<file path="config.mk">
export PLATFORM = sky130hd
export DESIGN_NAME = tlp_tx_arbiter
export DESIGN_NICKNAME = d
export VERILOG_FILES = /design/src/rtl/tlp_tx_pkg.sv /design/src/rtl/rr_pick.sv /design/src/rtl/tlp_tx_arbiter.sv
export SDC_FILE = /design/constraint.sdc
export NUM_CORES = 1
export LEC_CHECK = 0
export BUFFER_PORTS_ARGS = -buffer_cell sky130_fd_sc_hd__buf_2
export CAP_MARGIN = 10
export CORE_AREA = 2 2 120 122
export DETAILED_ROUTE_END_ITERATION = 10
export DIE_AREA = 0 0 122 124
export SLEW_MARGIN = 5
export SYNTH_ARGS = -nofsm -noshare
export SYNTH_HDL_FRONTEND = slang
export SYNTH_SLANG_ARGS = --single-unit
</file>
<file path="constraint.sdc">
create_clock -name pcie_clk -period 3.65 [get_ports pcie_clk]
set_input_delay 0.73 -clock pcie_clk [delete_from_list [all_inputs] [get_ports pcie_clk]]
set_output_delay 0.73 -clock pcie_clk [all_outputs]
set_load 0.03 [all_outputs]
</file>
<file path="src/rtl/tlp_tx_pkg.sv">
// Shared types for the TLP transmit arbiter.
//   arb_state_t : arbiter state. IDLE selects the next owner, XFER forwards
//                 one packet from the owner.
package tlp_tx_pkg;

  typedef enum logic [0:0] {
    ARB_IDLE,
    ARB_XFER
  } arb_state_t;

endpackage

</file>
<file path="src/rtl/rr_pick.sv">
// Combinational one-hot request picker.
//   req     : per-channel request vector
//   ptr     : round-robin start index, used only when rr_mode is high
//   rr_mode : 1 = first requester at or after ptr, wrapping upward
//             0 = lowest-index requester
//   winner  : one-hot winner; all zero when nothing requests
module rr_pick
  import tlp_tx_pkg::*;
#(
  parameter int unsigned NUM_CH = 2,
  parameter int unsigned PTR_W  = 1
) (
  input  logic [NUM_CH-1:0] req,
  input  logic [PTR_W-1:0]  ptr,
  input  logic              rr_mode,
  output logic [NUM_CH-1:0] winner
);

  logic found;

  // The first pass covers channels ptr..NUM_CH-1. The second pass covers the
  // wrap-around, and it is also the whole search in strict-priority mode.
  always_comb begin
    winner = '0;
    found  = 1'b0;
    if (rr_mode) begin
      for (int i = 0; i < int'(NUM_CH); i++) begin
        if (!found && req[i] && (i >= int'(ptr))) begin
          winner[i] = 1'b1;
          found     = 1'b1;
        end
      end
    end
    for (int i = 0; i < int'(NUM_CH); i++) begin
      if (!found && req[i]) begin
        winner[i] = 1'b1;
        found     = 1'b1;
      end
    end
  end

endmodule

</file>
<file path="src/rtl/tlp_tx_arbiter.sv">
// Packet-atomic N-channel arbiter. It merges TLP AXI-Stream sources onto
// the single PCIe core TX stream.
//   pcie_clk, sys_rst_n : clock and asynchronous active-low reset
//   s_*                 : packed per-channel source streams (ch i at slice i)
//   m_*                 : merged stream to the PCIe core
//   grant               : one-hot current owner; zero while idle
//   busy                : high while a packet is being forwarded
//   pkt_cnt             : packed per-channel completed-packet counters (wrap)
// One idle cycle is spent selecting each packet's owner. After that the data
// path is a pure mux with no added latency.
module tlp_tx_arbiter
  import tlp_tx_pkg::*;
#(
  parameter int unsigned C_DATA_WIDTH = 64,
  parameter int unsigned KEEP_WIDTH   = C_DATA_WIDTH / 8,
  parameter int unsigned TUSER_WIDTH  = 4,
  parameter int unsigned NUM_CH       = 2,
  parameter int unsigned RR_MODE      = 1,
  parameter int unsigned CNT_WIDTH    = 32
) (
  input  logic                          pcie_clk,
  input  logic                          sys_rst_n,
  input  logic [NUM_CH-1:0]             s_tvalid,
  output logic [NUM_CH-1:0]             s_tready,
  input  logic [NUM_CH-1:0]             s_tlast,
  input  logic [NUM_CH*C_DATA_WIDTH-1:0] s_tdata,
  input  logic [NUM_CH*KEEP_WIDTH-1:0]  s_tkeep,
  input  logic [NUM_CH*TUSER_WIDTH-1:0] s_tuser,
  output logic                          m_tvalid,
  input  logic                          m_tready,
  output logic                          m_tlast,
  output logic [C_DATA_WIDTH-1:0]       m_tdata,
  output logic [KEEP_WIDTH-1:0]         m_tkeep,
  output logic [TUSER_WIDTH-1:0]        m_tuser,
  output logic [NUM_CH-1:0]             grant,
  output logic                          busy,
  output logic [NUM_CH*CNT_WIDTH-1:0]   pkt_cnt
);

  localparam int unsigned PTR_W = $clog2(NUM_CH);

  arb_state_t           state_q, state_d;
  logic [NUM_CH-1:0]    grant_q, grant_d;
  logic [NUM_CH-1:0]    winner;
  logic [PTR_W-1:0]     ptr_q, ptr_d;
  logic [PTR_W-1:0]     gidx;
  logic [CNT_WIDTH-1:0] cnt_q [NUM_CH];
  logic                 xfer;
  logic                 pkt_done;

  rr_pick #(
    .NUM_CH (NUM_CH),
    .PTR_W  (PTR_W)
  ) u_pick (
    .req     (s_tvalid),
    .ptr     (ptr_q),
    .rr_mode (RR_MODE != 0),
    .winner  (winner)
  );

  assign xfer     = (state_q == ARB_XFER);
  assign busy     = xfer;
  assign grant    = grant_q;
  assign s_tready = xfer ? (grant_q & {NUM_CH{m_tready}}) : '0;
  assign pkt_done = m_tvalid & m_tready & m_tlast;

  // Outputs are forced to zero outside XFER so that no idle-source X reaches
  // the core. The reset also reaches them at once through state_q and grant_q.
  always_comb begin
    m_tvalid = 1'b0;
    m_tlast  = 1'b0;
    m_tdata  = '0;
    m_tkeep  = '0;
    m_tuser  = '0;
    gidx     = '0;
    if (xfer) begin
      for (int i = 0; i < int'(NUM_CH); i++) begin
        if (grant_q[i]) begin
          m_tvalid = s_tvalid[i];
          m_tlast  = s_tlast[i];
          m_tdata  = s_tdata[i*C_DATA_WIDTH +: C_DATA_WIDTH];
          m_tkeep  = s_tkeep[i*KEEP_WIDTH +: KEEP_WIDTH];
          m_tuser  = s_tuser[i*TUSER_WIDTH +: TUSER_WIDTH];
          gidx     = PTR_W'(i);
        end
      end
    end
  end

  always_comb begin
    state_d = state_q;
    grant_d = grant_q;
    ptr_d   = ptr_q;
    case (state_q)
      ARB_IDLE: begin
        if (|s_tvalid) begin
          grant_d = winner;
          state_d = ARB_XFER;
        end
      end
      ARB_XFER: begin
        // Stay locked until the owner's tlast, even across source valid gaps.
        if (pkt_done) begin
          grant_d = '0;
          state_d = ARB_IDLE;
          if (RR_MODE != 0) begin
            ptr_d = (gidx == PTR_W'(NUM_CH - 1)) ? '0 : gidx + PTR_W'(1);
          end
        end
      end
      default: begin
        grant_d = '0;
        state_d = ARB_IDLE;
      end
    endcase
  end

  always_ff @(posedge pcie_clk or negedge sys_rst_n) begin
    if (!sys_rst_n) begin
      state_q <= ARB_IDLE;
      grant_q <= '0;
      ptr_q   <= '0;
    end else begin
      state_q <= state_d;
      grant_q <= grant_d;
      ptr_q   <= ptr_d;
    end
  end

  always_ff @(posedge pcie_clk or negedge sys_rst_n) begin
    if (!sys_rst_n) begin
      for (int i = 0; i < int'(NUM_CH); i++) cnt_q[i] <= '0;
    end else begin
      for (int i = 0; i < int'(NUM_CH); i++) begin
        if (pkt_done && grant_q[i]) cnt_q[i] <= cnt_q[i] + CNT_WIDTH'(1);
      end
    end
  end

  for (genvar i = 0; i < NUM_CH; i++) begin : g_cnt
    assign pkt_cnt[i*CNT_WIDTH +: CNT_WIDTH] = cnt_q[i];
  end

endmodule

</file>
# Yosys cells after proc, flatten, opt, wreduce, memory -nomap -nowiden
# Index checks and enable logic that the tools add are counted.
dict set report totals {
  mem_bits_ro 0
  reg_bits 68
  ramBits 0
  n_memories 0
  wordCells 58
  output_inout_bits 147
  in_bits 159
  latchBits 0
}
dict set report classes {
  n_div 0
  n_eq_ne 2
  reduce_logical 12
  n_mul 0
  muxes 31
  n_addsub 3
  order_cmp 1
  shifts 0
  bitwise 4
}
# cell n
set op_table {}
lappend op_table {{$mux W64} 3}
lappend op_table {{$add A32 B1 Y32 const B} 2}
lappend op_table {{$mux W8} 3}
lappend op_table {{$mux W1} 17}
lappend op_table {{$mux W4} 3}
lappend op_table {{$logic_and A1 B1 Y1} 6}
lappend op_table {{$mux W2} 3}
lappend op_table {{$pmux W2 S2} 1}
lappend op_table {{$reduce_and A2 Y1} 2}
lappend op_table {{$logic_not A1 Y1} 3}
lappend op_table {{$and A1 B1 Y1} 2}
lappend op_table {{$and A2 B2 Y2} 1}
lappend op_table {{$ne A2 B1 Y1 const B} 1}
lappend op_table {{$ne A2 B2 Y1 const B} 1}
lappend op_table {{$pmux W1 S2} 1}
lappend op_table {{$reduce_or A2 Y1} 1}
lappend op_table {{$add A1 B1 Y1 const B} 1}
lappend op_table {{$ge A1 B1 Y1 const A} 1}
lappend op_table {{$not A1 Y1} 1}

# Depth between registers and ports, before layout
# Gate-level depths: netlist of the first run.
dict set report depth {
  word_depth 14
  mapped_depth 7
  ltp_nobuf 6
}

# By module
# From an unflattened synthesis of the first run, not the netlist that was laid out.
dict set report hier_totals {
  cells_unflattened 403
  area_unflattened_um2 3993.8
}
# mod seq_area_each_um2 cells_each area_each_um2 instances
set modules_own_cells {}
lappend modules_own_cells {tlp_tx_arbiter 1701.6 399 3972.6 1}
lappend modules_own_cells {rr_pick 0.0 4 21.3 1}

# Least setup slack after synthesis of the first run
# OpenSTA, ideal clock, no wires.
dict set report synth_timing {
  path_type {register -> output}
  startpoint {register state_q, in the netlist busy}
  endpoint {output port m_tdata[10]}
  n_path_buf 3
  t_required_ns 2.920
  setup_slack_ns 1.110
  path_stages_with_launch 6
  t_arrival_ns 1.810
  cell_sequence {dfrtp_1 buf_2 and2_1 clkbuf_1 clkbuf_1 a22o_1}
}
dict set report synth_between {
  elab_chain_len 1
}
# item line
set synth_lines {}
lappend synth_lines {{start, declared} tlp_tx_arbiter.sv:42} ;# arb_state_t state_q, state_d;
lappend synth_lines {{start signal, assigned} tlp_tx_arbiter.sv:124} ;# state_q <= state_d;
lappend synth_lines {{$mux W64} tlp_tx_arbiter.sv:76} ;# if (xfer) begin
lappend synth_lines {{end, declared} tlp_tx_arbiter.sv:32} ;# output logic [C_DATA_WIDTH-1:0] m_tdata,
# No other way between the ends.

# Final worst setup path of the first run
dict set report layout_timing {
  startpoint {register state_q, in the netlist busy}
  endpoint {output port m_tdata[8]}
}
# The elaborated chain is that of the path after synthesis.

==> impl_results.md, run 1 <==
- Root Driver: clkbuf_16
- CP required: a little under 3000 ps
- Crit Path Max Fanout: 53
- Final setup vio count: 0
- Final nets: 852
- RSZ-0062 raised after global routing: no
- Mapped cell area: 3970 µm²
- DRT iter0 DRCs: 256
- Dpl hpwl: around 16000 µm
- Die Wd: 122 µm
- Via/cell ratio: 5.07
- Vias in the first global route: 4283
- Main combinational cell family by area after synthesis: simple AND/OR/NAND/NOR gates
- Final Skew: 8.88 ps
- Yosys cell types: 44
- IO Pins: 306
- First-pass GRT wire length: 26400 µm
- Clk buf depth: 2
- Die Height: between 100 and 150 µm
- Synth Area in Compound Gates: 0.184
- Top FF cell, synth: dfrtp_1
- H-tree depth: 3
- # fillers: 1407
- Setup_tns: 0 ps
- Setup crit end kind: primary output
- Share of the synthesized area in the top cell type: 0.429
- CTS tree: yes
- DRT Wirelength: 19200 µm
- Power share of the clock group: 0.230
- Fin crit share: 0.845
- F_max: 324 MHz
- Die area: 15100 µm²
- Hold Buf Count CTS: 0
- Final slew viol count: 0
- Crit Path Class: flop to primary output
- GR Util All Layers: 0.241
- Seq pwr share: 0.219
- WP data arrival: 2350 ps
- Largest net degree at the start of global routing: 69
- Yosys warnings: 0
- Avg Inst Size Synth: 10.1 µm²
- Clock Latency Late Sink: 330 ps
- Clk pin slew, worst setup/hold paths: 60 ps
- Lkg Pwr: 3.26 nW
- DRT antenna net count: 0
- Area leader, netlist: dfrtp_1
- DRC viols: 0
- Top cells by area, synth: dfrtp_1, a22o_1, xnor2_1
- Vias: around 4500
- Total power: between 4 and 5 mW
- Max_cap viols: 0
- Mux contribution to synthesized area: 0.00536
- FP Rows: between 40 and 50
- Synth Net Count: 554
- Hold Fails Final Rpt: 0
- Layout cells sized above 1: 0.490
- Slew @ Worst Pin: about 890 ps
- Postcts setup bufs: 0
- DR pass1 iterations: 4
- Status: finished clean
- Seq/Total Area, Yosys: 0.429
- PwrDens: 680 nW/µm²
- Crit path launch type: flop
- Combinational power share: 0.551
- Synth Instances: 393
- VDD IR max: 0.313 mV
- CTS buffer count: 9
- Switching Power: 1.97 mW
- Seq cells post-synth: a little under 70
- Routed wire per std cell: 21.8 µm
- Asr flop ratio synth: 1.00
- Hold Crit Class: flop to flop
- Routability Congestion: a little under 1
- Final min period: 3080 ps
- Initial antenna violation count: 10
- Initial Utilization: 0.289
- Sink Count: 68
- Max_slew headroom: 0.409
- Total global routing overflow: 0
- Synth-to-Final Area Change: 51.8%
- I/O Buffers: around 310
- Post-synthesis xor/xnor area fraction: 0.139
- Post-Synth Adder-Cell Area: 0.00631
- Core area: 13700 µm²
- Int Power: between 2 and 2.5 mW
- Net Sw Frac: 0.482
- Post-cts sizing count: 0
- Simple-gate portion of the synthesized area: 0.208
- Post-synth EDFFs: 0
-- state kept, by name, summed over array words and instances, names as in the netlist --
register	cells
grant	2
pkt_cnt	64
ptr_q	1
busy	1
-- metal layers --
layer  part of all wire  track usage  wire length [µm]
met1               0.43        0.329              8160
met2               0.45        0.358              8590
met3               0.11       0.0966              2080
met4              0.014       0.0582               263
met5             0.0042            0                81
-- path summary, 6_finish.rpt --
check	startpoint	end	slack (ps)	cells after the start
max in group asynchronous	sys_rst_n	pkt_cnt[7]$_DFFE_PN0P_	2470	2
worst max-delay path	busy$_DFF_PN0_	m_tdata[8]	570	5
worst min-delay path	pkt_cnt[63]$_DFFE_PN0P_	pkt_cnt[63]$_DFFE_PN0P_	470	1
worst min register to register	pkt_cnt[63]$_DFFE_PN0P_	pkt_cnt[63]$_DFFE_PN0P_	470	1
worst max register to register	grant[1]$_DFFE_PN0P_	pkt_cnt[30]$_DFFE_PN0P_	1230	5
min in group asynchronous	sys_rst_n	pkt_cnt[32]$_DFFE_PN0P_	600	2
-- cell families after synthesis --
family,Yosys count
compound gates,84
xor+xnor,62
fa+ha+maj,2
buf+inv,29
flops,68
mux,2
simple gates,146
-- layout make-up --
type,instances,area (µm²),area share
clock buffers,9,225,0.0374
multi-input cells,296,2160,0.359
diodes,4,10.0,0.00166
clock inverters,7,97.6,0.0162
inverters,7,26.3,0.00437
flip-flops and latches,68,1700,0.283
repair buffers,309,1570,0.261
well taps,180,225,0.0374
-- cells in the final DEF, fill, tap and decap left out, types with 2 or more instances in the layout --
cell type	n
inv_1	7
inv_6	2
dfrtp_1	68
nand2b_1	3
or3_1	3
nor4_1	2
and4_1	5
nand2_1	34
nand4_1	17
nor2_1	20
bufinv_16	2
xnor2_1	47
and3_1	9
nor2b_1	4
a22o_1	74
xor2_1	14
and2_2	2
nor3_1	6
diode_2	4
ha_1	2
clkinvlp_4	2
buf_4	3
nand3_1	25
buf_2	305
a22oi_1	3
clkbuf_16	9
and2_1	4
-- synth_stat cells, types with 5 or more instances --
cell	n
dfrtp_1	68
nor3_1	6
nand4_1	17
and4_1	5
and2_1	5
nand2_1	34
nor2_1	21
inv_1	7
and3_1	9
a22o_1	74
clkbuf_1	17
xnor2_1	47
xor2_1	14
nand3_1	25
-- metrics by stage --
step	hold WS [ps]	util	std cells	setup WS (ps)	area, µm²
after CTS	471	0.438	876	571	6010
after floorplan	434	-	393	1110	3970
final	469	0.439	880	565	6020
after global placement	455	0.414	860	1040	5680
after detailed placement	454	0.414	860	941	5680
after global routing	508	0.438	877	363	6010
-- critical path, cell delays in order, from the launching register on --
cell,delay (ps)
dfrtp_1,550
nand2_1,200
nor2_4,470
buf_12,300
a22o_1,240
buf_2,220
-- power by group through the flow --
| stage | sequential [mW] | combinational, mW | clock, mW |
|---|---|---|---|
| after floorplan | 0.968 | 1.44 | 0 |
| after global placement | 0.900 | 2.24 | 0 |
| after detailed placement | 0.909 | 2.26 | 0 |
| after CTS | 0.896 | 2.26 | 0.961 |
| after global routing | 0.911 | 2.38 | 0.993 |
| final | 0.895 | 2.26 | 0.940 |
(Power assumes the default switching activity.)
==> inputs of run 2 (changes only) <==
CORE_AREA = unset   (was 2 2 120 122)
CORE_ASPECT_RATIO = 0.6   (was unset)
CORE_MARGIN = 2   (was unset)
CORE_UTILIZATION = 36   (was unset)
DIE_AREA = unset   (was 0 0 122 124)
PLACE_DENSITY = 0.77   (was unset)
clock period = 2.75 ns   (was 3.65 ns; I/O delays follow)
==> run 2 against run 1 <==
  * Clock-buffer cell count rose by 2
  * Setup slack got worse by 460 ps
  * Final area fell by 0.50%
  * Critical path type unchanged
  * Largest power group unchanged
==> impl_results.md, run 2 (same netlist as run 1, synthesis figures left out) <==
- Status: finished clean
- Final slew viol count: 0 (unchanged)
- DP Area: 5670 µm² (-0.29%)
- Clock Latency Late Sink: 330 ps (about the same)
- Largest net degree at the start of global routing: 69 (unchanged)
- Met1 Use GR: 0.339 (+0.00929)
- Crit Path Max Fanout: 61 (+15%)
- Commonest non-fill, non-tap cell in the layout: buf_2
- CTS buffer count: 9 (unchanged)
- Routability Congestion: 0.808 (-17%)
- Root Driver: clkbuf_16
- Hold Fails Final Rpt: 0 (unchanged)
- Vias in the first global route: 4170 (-2.6%)
- Max_cap viols: 0 (unchanged)
- Sink Count: 68 (unchanged)
- # fillers: 970 (-31%)
- Most used routing layer: met2
- Die area: 11900 µm² (-21%)
- Final setup vio count: 0 (unchanged)
- Core area: 10600 µm² (-23%)
- Crit path cell chain: and2_2 -> buf_12 -> a22o_1 -> buf_2
- DRC viols: 0 (unchanged)
- DRT iter0 DRCs: 244 (-4.7%)
- Die Wd: 139 µm (+14%)
- FP Rows: 29 (-33%)
- VDD IR max: 0.517 mV (+65%)
- Post-route cell area: 5990 µm² (-0.50%)
- IO Pins: 306 (unchanged)
- DR pass1 iterations: 5 (+1)
- Crit Path Class: flop to primary output
- Final nets: 855 (+0.35%)
- Most frequent cells in the layout: buf_2, a22o_1, dfrtp_1, xnor2_1, nand2_1
- Crit path max-delay family: flip-flops
- H-tree depth: 3 (unchanged)
- Largest register FFs: 64 (unchanged)
- Hold Crit Class: input pin to async pin
- Routed wire per std cell: 18.4 µm (-16%)
- Layout cells sized above 1: 0.494 (+0.00362)
- Vias: 4410 (-1.2%)
- Worst path bufs/invs: 2 (unchanged)
- Clk pin slew, worst setup/hold paths: 60 ps (about the same)
- PwrDens: 887 nW/µm² (+30%)
- Max_slew headroom: 0.420 (+0.0108)
- CTS tree: yes
- Die Height: 85.3 µm (-31%)
- Initial Utilization: 0.373 (+0.0839)
- Critical-path top delay cell: dfrtp_2
- I/O Buffers: 305 (unchanged)
- Via/cell ratio: 5.25 (+3.5%)
- Total global routing overflow: 0 (unchanged)
- Final Skew: 3.53 ps (-5.36 ps)
- Lkg Pwr: 3.27 nW (+0.23%)
- Setup_tns: 0 ps (unchanged)
- Dpl hpwl: 12500 µm (-23%)
- Hold Buf Count CTS: 0 (unchanged)
- Setup crit end kind: primary output
- Post-cts sizing count: 1 (+1)
- Initial antenna violation count: 1 (-9)
- F_max: about 380 MHz
- Synth-to-Final Area Change: 51.0%
- DRT Wirelength: 15400 µm (-20%)
- DRT antenna net count: 0 (unchanged)
- Global Route met2 Usage: 0.399 (+0.0417)
- Crit path launch type: flop
- First-pass GRT wire length: 22900 µm (-13%)
- Fin crit share: 0.961
- Clk buf depth: 2 (unchanged)
- GR Util All Layers: 0.249 (+0.00760)
- GR Util met3: 0.0666 (-0.0300)
- WP data arrival: 2090 ps (-260 ps)
- CP required: 2200 ps (-720 ps)
- RSZ-0062 raised after global routing: no
- Max incr delay on CP: 550 ps (about the same)
- Final min period: about 2600 ps
- Postcts setup bufs: 0 (unchanged)
- Slew @ Worst Pin: 870 ps (-16.2 ps)
## run 2: cell type report
class                      count  area, µm²  share of cell area
inverter                       7       26.3             0.00439
clock inverter                 5       60.1              0.0100
antenna                        2       5.00            0.000836
multi-input combinational    296       2160               0.361
clock buffer                  11        253              0.0422
sequential                    68       1700               0.284
tap                          139        174              0.0290
timing repair buffer         312       1600               0.268
## run 2: routing by layer
metal,routed length (µm),part of all wire
met3,1180,0.076
met4,223,0.014
met1,6740,0.44
met5,0,0
met2,7290,0.47
## run 2: worst paths after layout
path,from,end,slack (ps),cells past startpoint
setup / recovery,grant[1]$_DFFE_PN0P_,m_tdata[41],110,4
hold / removal,sys_rst_n,pkt_cnt[62]$_DFFE_PN0P_,400,2
setup reg to reg,grant[1]$_DFFE_PN0P_,pkt_cnt[60]$_DFFE_PN0P_,570,5
hold reg to reg,pkt_cnt[31]$_DFFE_PN0P_,pkt_cnt[31]$_DFFE_PN0P_,470,1
max in group asynchronous,sys_rst_n,grant[1]$_DFFE_PN0P_,1740,2
min in group pcie_clk,pkt_cnt[31]$_DFFE_PN0P_,pkt_cnt[31]$_DFFE_PN0P_,470,1
## run 2: through the flow
stage / util / hold WS (ps) / setup WS [ps] / power (mW) / std cells
finish: 0.563 / 405 / 107 / 5.31 / 840
global route: 0.563 / 484 / 15.1 / 5.53 / 839
CTS: 0.563 / 449 / 114 / 5.34 / 838
detailed placement: 0.533 / 460 / 313 / 4.14 / 822
global placement: 0.533 / 453 / 387 / 4.09 / 822
floorplan: - / 254 / 390 / 3.20 / 393
## run 2: report_power, final
| group | internal [mW] | switching, mW |
|---|---|---|
| combinational | 0.966 | 1.98 |
| sequential | 1.07 | 0.103 |
| clock | 0.751 | 0.439 |
| total | 2.79 | 2.52 |
## run 2: worst reg2reg max path: stages, from the launching register on
cell and delay (ps):
dfrtp_2 550, nand4_1 220, or2_2 380, nor4_2 580
nand3_1 180, xnor2_1 150
==> inputs of run 3 (changes only) <==
CORE_AREA = 2 2 119 121   (was unset)
CORE_ASPECT_RATIO = unset   (was 0.6)
CORE_MARGIN = unset   (was 2)
CORE_UTILIZATION = unset   (was 36)
DIE_AREA = 0 0 121 123   (was unset)
PLACE_DENSITY = unset   (was 0.77)
clock period = 3 ns   (was 2.75 ns; I/O delays follow)
==> run 3 against run 2 <==
  * Clock skew up 3.3 ps
  * Combinational power is 7.5% lower
  * Total power down 4.9%
  * Wire length is 10% higher
  * Clock-buffer cell count increased by 1
  * Worst hold slack worse by 67 ps
  * Clock power barely moved
  * Die area up 25%
  * Critical path depth unchanged
  * Register-to-register slack gained 190 ps
  * Global-route usage decreased by 3.6 points
==> impl_results.md, run 3 (same netlist as run 1, synthesis figures left out) <==
- Total power: 5.05 mW (-4.9%)
- Hold Slack: 338 ps (-66.7 ps)
- FP Rows: 43 (+48%)
- Final setup vio count: 0 (unchanged)
- CTS buffer count: 9 (unchanged)
- Crit path cell chain: and2_2 -> buf_12 -> a22o_1 -> buf_2
- Vias: 4324 (-2.0%)
- Commonest non-fill, non-tap cell in the layout: buf_2
- Hold Fails Final Rpt: 0 (unchanged)
- Setup_tns: 0 ps (unchanged)
- Post-route cell area: 6070 µm² (+1.4%)
- CP Capture Point: m_tdata[21]
- Die area: 14900 µm² (+25%)
- Post-Layout Cell Count: 879 (+4.6%)
- Most frequent cells in the layout: buf_2, a22o_1, dfrtp_1, xnor2_1, nand2_1
- Largest register FFs: 64 (unchanged)
- Vias in the first global route: 4138 (-0.77%)
- Routed wire per std cell: 19.4 µm (+5.4%)
- DP Area: 5720 µm² (+0.86%)
- CTS tree: yes
- Max_cap viols: 0 (unchanged)
- Initial Utilization: 0.291 (-0.0817)
- Critical-path top delay cell: dfrtp_1
- GR Util All Layers: 0.213 (-0.0358)
- Die Wd: 121 µm (-13%)
- Max_slew headroom: 0.495 (+0.0753)
- Die Height: 123 µm (+44%)
- I/O Buffers: 305 (unchanged)
- H-tree depth: 3 (unchanged)
- First-pass GRT wire length: 23700 µm (+3.6%)
- Fin crit share: 0.924
- Setup crit end kind: primary output
- RSZ-0062 raised after global routing: no
- R2R cell count: 5 (unchanged)
- DRC viols: 0 (unchanged)
- Via/cell ratio: 4.92 (-6.3%)
- DRT iter0 DRCs: 331 (+36%)
- Total global routing overflow: 0 (unchanged)
- Hold Crit Class: input pin to async pin
- R2r setup slk: 760 ps (+190 ps)
- Crit Path Max Fanout: 73 (+20%)
- Crit Path Class: flop to primary output
- Post-cts sizing count: 0 (-1)
- DRT Wirelength: 17000 µm (+10%)
- CP required: 2400 ps (+200 ps)
- Final slew viol count: 0 (unchanged)
- Slew @ Worst Pin: 752 ps (-119 ps)
- Initial antenna violation count: 4 (+3)
- DR pass1 iterations: 4 (-1)
- Clock Latency Late Sink: 330 ps (about the same)
- Dpl hpwl: 14200 µm (+14%)
- RR Startpoint: grant[1]$_DFFE_PN0P_
- Crit path launch type: flop
- Root Driver: clkbuf_16
- FF-to-FF End: pkt_cnt[25]$_DFFE_PN0P_
- Hold Buf Count CTS: 0 (unchanged)
- Layout cells sized above 1: 0.489 (-0.00432)
- IO Pins: 306 (unchanged)
- Clk pin slew, worst setup/hold paths: 60 ps (about the same)
- Routability Congestion: 0.885 (+9.6%)
- Placed Instances: 861 (+4.7%)
- WP data arrival: 2170 ps (+80 ps)
- Final Core Density: 0.446 (-0.117)
- Sink Count: 68 (unchanged)
- Lkg Pwr: 3.30 nW (+0.88%)
- Status: finished clean
- Final nets: 853 (-0.23%)
- F_max: 361 MHz
- Final min period: 2770 ps
- DP Worst Slack: 573 ps (+260 ps)
- Core area: 13600 µm² (+28%)
- CP startpoint: grant[1]$_DFFE_PN0P_
- Clk buf depth: 2 (unchanged)
- Largest net degree at the start of global routing: 74 (+7.2%)
- Max incr delay on CP: 660 ps (+110 ps)
- Synth-to-Final Area Change: 53.2%
- VDD IR max: 0.314 mV (-39%)
- PwrDens: 831 nW/µm² (-6.3%)
- Final Skew: 6.79 ps (+3.27 ps)
- Postcts setup bufs: 0 (unchanged)
- Final setup margin: 227 ps (+120 ps)
- DRT antenna net count: 0 (unchanged)
run 3: area by class of cell:
class	instances	area (µm²)
Clock inverter	4	95.1
Antenna cell	2	5.00
Clock buffer	12	256
Timing Repair Buffer	310	1600
Sequential cell	68	1700
Tap cell	180	225
Fill cell	1364	7540
Inverter	7	26.3
Multi-Input combinational cell	296	2160
run 3: critical path: cells and delay by family (launching register included):
family / cells / cell delay (ps)
and+or+nand+nor: 1 / 270
DFF: 1 / 660
AOI/OAI and AO/OA: 1 / 330
buffers and inverters: 2 / 530
run 3: power by group:
part	leakage, nW	internal, mW	switching, mW
sequential	0.921	0.980	0.112
clock	0.173	0.855	0.369
combinational	2.21	0.878	1.85
total	3.30	2.71	2.33
run 3: worst min-delay path by stage:
stage | startpoint | end | cells after the start
3_5_place_dp | pkt_cnt[31]$_DFFE_PN0P_ | pkt_cnt[31]$_DFFE_PN0P_ | 1
4_1_cts | sys_rst_n | pkt_cnt[63]$_DFFE_PN0P_ | 1
5_1_grt | sys_rst_n | pkt_cnt[44]$_DFFE_PN0P_ | 1
2_1_floorplan | sys_rst_n | busy$_DFF_PN0_ | 0
3_3_place_gp | pkt_cnt[31]$_DFFE_PN0P_ | pkt_cnt[31]$_DFFE_PN0P_ | 1
6_report | sys_rst_n | pkt_cnt[63]$_DFFE_PN0P_ | 1
run 3: metal layers:
| metal | share of wire | vias to the layer above | track usage |
|---|---|---|---|
| met2 | 0.48 | 166 | 0.344 |
| li1 | - | 2041 | - |
| met5 | 0.0019 | - | 0 |
| met3 | 0.068 | 10 | 0.0521 |
| met4 | 0.0055 | 4 | 0.0472 |
| met1 | 0.45 | 2103 | 0.290 |
